## src/rtl/wave_pkg.sv

```systemverilog
// Definitions shared by the waveform capture (write) side and the display (read) side.
package wave_pkg;

    localparam int NUM_SAMPLES = 256;
    localparam int OFFSET_W    = $clog2(NUM_SAMPLES);
    localparam int ADDR_W      = 9;
    localparam int DISP_W      = 8;

    typedef enum logic [1:0] {
        ARMED  = 2'd0,
        ACTIVE = 2'd1,
        WAIT   = 2'd2
    } captureState_t;

endpackage

```

## src/rtl/wave_capture_fmt.sv

```systemverilog
// Converts a signed audio sample to offset-binary display width and flags a
// positive-going zero crossing against the previous sample's sign.
module wave_capture_fmt
    import wave_pkg::*;
#(
    parameter int SAMPLE_W = 16
) (
    input  logic [SAMPLE_W-1:0] i_sample,
    input  logic                i_prevNeg,
    output logic [DISP_W-1:0]   o_dispSample,
    output logic                o_negative,
    output logic                o_crossing
);

    // Only the top DISP_W bits reach the display; the low bits are dropped by design.
    logic w_unusedLowBits;

    assign o_negative      = i_sample[SAMPLE_W-1];
    assign o_dispSample    = {~i_sample[SAMPLE_W-1], i_sample[SAMPLE_W-2 -: DISP_W-1]};
    assign o_crossing      = i_prevNeg & ~i_sample[SAMPLE_W-1];
    assign w_unusedLowBits = ^i_sample[SAMPLE_W-DISP_W-1:0];

endmodule

```

## src/rtl/wave_capture.sv

```systemverilog
// Captures NUM_SAMPLES samples per positive zero crossing into one half of a
// double-buffered sample RAM. Define WAVE_CAPTURE_AUTOTRIG_EN to auto-trigger after TIMEOUT_SAMPLES strobes in ARMED.
module wave_capture
    import wave_pkg::*;
#(
    parameter int SAMPLE_W = 16
`ifdef WAVE_CAPTURE_AUTOTRIG_EN
    , parameter int TIMEOUT_SAMPLES = 4096
`endif
) (
    input  logic                clk,
    input  logic                reset,
    input  logic                new_sample_ready,
    input  logic [SAMPLE_W-1:0] new_sample_in,
    input  logic                wave_display_idle,
    output logic [ADDR_W-1:0]   write_address,
    output logic                write_enable,
    output logic [DISP_W-1:0]   write_sample,
    output logic                read_index,
    output logic                frame_done
);

    captureState_t       r_state;
    logic [OFFSET_W-1:0] r_offset;
    logic                r_prevNeg;

    logic [DISP_W-1:0]   w_dispSample;
    logic                w_negative;
    logic                w_crossing;
    logic                w_trigger;

    wave_capture_fmt #(
        .SAMPLE_W (SAMPLE_W)
    ) u_fmt (
        .i_sample     (new_sample_in),
        .i_prevNeg    (r_prevNeg),
        .o_dispSample (w_dispSample),
        .o_negative   (w_negative),
        .o_crossing   (w_crossing)
    );

`ifdef WAVE_CAPTURE_AUTOTRIG_EN
    localparam int CNT_W = 13;

    // Timeout keeps DC or silent inputs visible; a real crossing on the same strobe is just the trigger.
    logic [CNT_W-1:0] r_armCount;
    logic [CNT_W-1:0] w_armCountNext;

    assign w_armCountNext = r_armCount + CNT_W'(1);
    assign w_trigger      = w_crossing | (w_armCountNext == CNT_W'(TIMEOUT_SAMPLES));
`else
    assign w_trigger = w_crossing;
`endif

    always_ff @(posedge clk or posedge reset) begin
        if (reset) begin
            r_state       <= ARMED;
            r_offset      <= '0;
            r_prevNeg     <= 1'b0;
            write_address <= '0;
            write_enable  <= 1'b0;
            write_sample  <= '0;
            read_index    <= 1'b0;
            frame_done    <= 1'b0;
`ifdef WAVE_CAPTURE_AUTOTRIG_EN
            r_armCount    <= '0;
`endif
        end else begin
            write_enable <= 1'b0;
            frame_done   <= 1'b0;
            if (new_sample_ready) begin
                r_prevNeg <= w_negative;
            end

            case (r_state)
                ARMED: begin
`ifdef WAVE_CAPTURE_AUTOTRIG_EN
                    if (new_sample_ready) begin
                        r_armCount <= w_armCountNext;
                    end
`endif
                    if (new_sample_ready && w_trigger) begin
                        write_enable  <= 1'b1;
                        write_address <= {~read_index, {OFFSET_W{1'b0}}};
                        write_sample  <= w_dispSample;
                        r_offset      <= OFFSET_W'(1);
                        r_state       <= ACTIVE;
                    end
                end

                ACTIVE: begin
                    if (new_sample_ready) begin
                        write_enable  <= 1'b1;
                        write_address <= {~read_index, r_offset};
                        write_sample  <= w_dispSample;
                        if (r_offset == OFFSET_W'(NUM_SAMPLES - 1)) begin
                            r_offset <= '0;
                            r_state  <= WAIT;
                        end else begin
                            r_offset <= r_offset + OFFSET_W'(1);
                        end
                    end
                end

                // Flip only during blanking so the display never sees a half-written buffer.
                WAIT: begin
                    if (wave_display_idle) begin
                        read_index <= ~read_index;
                        frame_done <= 1'b1;
                        r_state    <= ARMED;
`ifdef WAVE_CAPTURE_AUTOTRIG_EN
                        r_armCount <= '0;
`endif
                    end
                end

                default: r_state <= ARMED;
            endcase
        end
    end

endmodule

```

## config.mk

```make
export PLATFORM = sky130hd
export DESIGN_NAME = wave_capture
export DESIGN_NICKNAME = d
export VERILOG_FILES = /design/src/rtl/wave_pkg.sv /design/src/rtl/wave_capture_fmt.sv /design/src/rtl/wave_capture.sv
export SDC_FILE = /design/constraint.sdc
export NUM_CORES = 1
export LEC_CHECK = 0
export CAP_MARGIN = 20
export CORE_MARGIN = 2
export CORE_UTILIZATION = 41
export DETAILED_ROUTE_END_ITERATION = 7
export PLACE_DENSITY = 0.74
export SYNTH_ARGS = -nofsm -noshare
export SYNTH_HDL_FRONTEND = slang
export SYNTH_SLANG_ARGS = --single-unit
```

## constraint.sdc

```tcl
create_clock -name clk -period 1.6 [get_ports clk]
set_input_delay 0.32 -clock clk [delete_from_list [all_inputs] [get_ports clk]]
set_output_delay 0.32 -clock clk [all_outputs]
set_load 0.005 [all_outputs]
```

==> results.json <==
{
  "grt_first_pass_wirelength_mm": 5.161,
  "vias": 1136,
  "netlist_top_cells_area": "dfrtp_1 (60%), nand2_1 (8.6%), a22o_1 (4.7%), o21ai_0 (2.7%), a31oi_1 (1.4%)",
  "antenna_found_initial": 0,
  "viasPerCell": 5.094,
  "grt_use_total_pct": 19.41,
  "end_kind": "flip-flop",
  "place_hpwl_mm": 2.166,
  "cts_sinks": 31,
  "period_share_pct": 96.18,
  "p_per_area_mw_per_mm2": 1201,
  "rr_startpoint": "r_offset[1]",
  "cts-root-buf": "clkbuf_4",
  "syn_to_final_growth_pct": 43.09,
  "post-route-util_pct": 61.61,
  "ff2ff_path_depth": 5,
  "drt-total-wl_mm": 3.051,
  "yosysWarnings": 0,
  "hp-class": "input port to async pin",
  "grt_pass1_vias": 1176,
  "max_slew_margin_pct": 74.45,
  "cts_buffers": 5,
  "cts_tree": "yes",
  "crit_start": "r_offset[1]",
  "final.fill_count": 276,
  "fin_skew_ps": 9.300,
  "max-vdd-ir-drop_uv": 715.2,
  "final_cell_mix": "dfrtp_1 (31), clkdlybuf4s50_1 (31), nand2_1 (30), buf_4 (20)",
  "io_buffers": 31,
  "crit_required_ps": 1860,
  "fmax_ghz": 0.6498,
  "grt_max_degree": 32,
  "overflow": 0,
  "gp_congestion": 0.8195,
  "clockBufferDepth": 2,
  "holdWs_ps": 368.9,
  "row_count": 20,
  "period_minus_slack_ps": 1539,
  "insertion_delay_ps": 330,
  "synth.avg_cell_area_um2": 10.51,
  "drtIter0Drc": 50,
  "placed_cells": 214,
  "io_pins": 40,
  "wire_per_inst_um": 13.68,
  "rsz0062_at_grt": "no",
  "finalSetupViolCount": 0,
  "multiInputGateArea_um2": 499.2,
  "fin_nets": 199,
  "ys_types": 34,
  "seqCellArea_um2": 775.7,
  "dr.pass1.iters": 4,
  "cts_hold_buf": 0,
  "htree_levels": 2,
  "cp.arrival_ps": 1800,
  "fin_cells": 223,
  "hold_viol_final": 0,
  "leakage_nw": 0.8967,
  "die_w_um": 60.39,
  "startpoint_type": "flip-flop",
  "status": "finished, final reports clean",
  "seq_area_frac_synth_pct": 59.50,
  "yosys.area.top_type": "dfrtp_1",
  "ant_nets": 0,
  "synth_top_cell_area_share_pct": 59.50,
  "die-height_um": 60.39,
  "crit_path_max_fanout": 4,
  "path_class": "flip-flop to flip-flop",
  "ys_seq_elements": 31,
  "maxCapViolCount": 0,
  "synth_cells": 124,
  "initial_utilization_pct": 43.06,
  "drcViolationCount": 0,
  "slew_violations": 0,
  "design.core.area_mm2": 0.003028,
  "netlist_area_mm2": 0.001304,
  "path_clk_slew_ps": 100,
  "insertedDiodeCount": 0,
  "dieArea_mm2": 0.003647,
  "drive_gt1_share_pct": 20.11,
  "syn_nets": 145,
  "worstMarginPinSlew_ps": 383.3
}
cell usage after synthesis:
cell type	instances
dfrtp_1	31
nand2_1	30
a22o_1	7
o21ai_0	7
nor2_1	5
clkbuf_1	4
a31oi_1	3
and3_1	3
inv_1	3
o21ai_1	3
a21o_1	2
a21oi_1	2
nand2b_1	2
nand3_1	2
a21boi_0	1
a22o_2	1
a2bb2oi_1	1
a32oi_1	1
and2_1	1
and2b_1	1
and3_2	1
and4_1	1
buf_6	1
ha_1	1
mux2_2	1
nand4_1	1
nor2b_1	1
nor4_1	1
o21ai_4	1
o22a_1	1
o22ai_1	1
o31ai_1	1
or4_1	1
xor2_1	1
worst paths after layout:
kind | to | slack, ps
hold / removal | write_sample[2] | 370
setup / recovery | r_offset[5] | 60
hold reg to reg | write_sample[0] | 490
setup reg to reg | r_offset[5] | 60
max in group asynchronous | r_state[1] | 950
min in group clk | write_sample[0] | 490
logic make-up (layout without fill, tap and decap cells):
kind of cell    after synthesis  in the layout  synth area share, %
simple gates                 50             50                17.56
compound gates               32             32                17.56
flops                        31             31                59.50
buf+inv                       8             63                2.879
fa+ha+maj                     1              1               0.9595
xor+xnor                      1              1               0.6719
mux                           1              1               0.8637
per-stage QoR:
stage          TNS (ps)  power (mW)  area, um2  setup slack, ps
3_5_place_dp      -3688       1.823       1800           -229.4
2_1_floorplan         0       1.374       1311            70.65
5_1_grt               0       2.397       1866            10.91
3_3_place_gp      -3176       1.791       1800           -202.1
6_report              0       2.241       1866            61.13
4_1_cts               0       2.260       1853            26.40
worst max-delay path, cell delays in order, from the launching register on:
cell and delay [ps]:
dfrtp_1 390, ha_2 190, and3_4 180, a21o_1 160, or4_1 390, o21ai_1 150
layer usage:
metal / routed length (um) / track usage, % / vias up
li1: - / - / 540
met1: 1295 / 22.71 / 546
met2: 1503 / 32.14 / 42
met3: 189 / 6.823 / 8
met4: 61 / 8.889 / 0
met5: 0 / 0 / -
sequential cells by signal (all words and copies together), names as in the netlist:
name,cells
write_address,9
r_offset,8
write_sample,8
r_state,2
frame_done,1
r_prevNeg,1
read_index,1
write_enable,1
timing repair:
| action | in CTS | in global routing |
|---|---|---|
| setup buffers | 0 | 1 |
| setup endpoints to repair | 0 | 10 |
| gates resized for setup | 0 | 2 |
final cells by class:
type / instances / area share, %
clock buffers: 5 / 2.012
flip-flops and latches: 31 / 41.58
inverters: 3 / 0.6036
well taps: 44 / 2.951
clock inverters: 3 / 0.8048
repair buffers: 52 / 25.29
multi-input cells: 85 / 26.76
power by group:
part | internal (mW) | leakage, nW | switching (mW)
combinational | 0.447 | 0.472 | 0.315
clock | 0.163 | 0.0347 | 0.262
sequential | 0.941 | 0.390 | 0.113
total | 1.55 | 0.897 | 0.690
(Power assumes the default switching activity.)
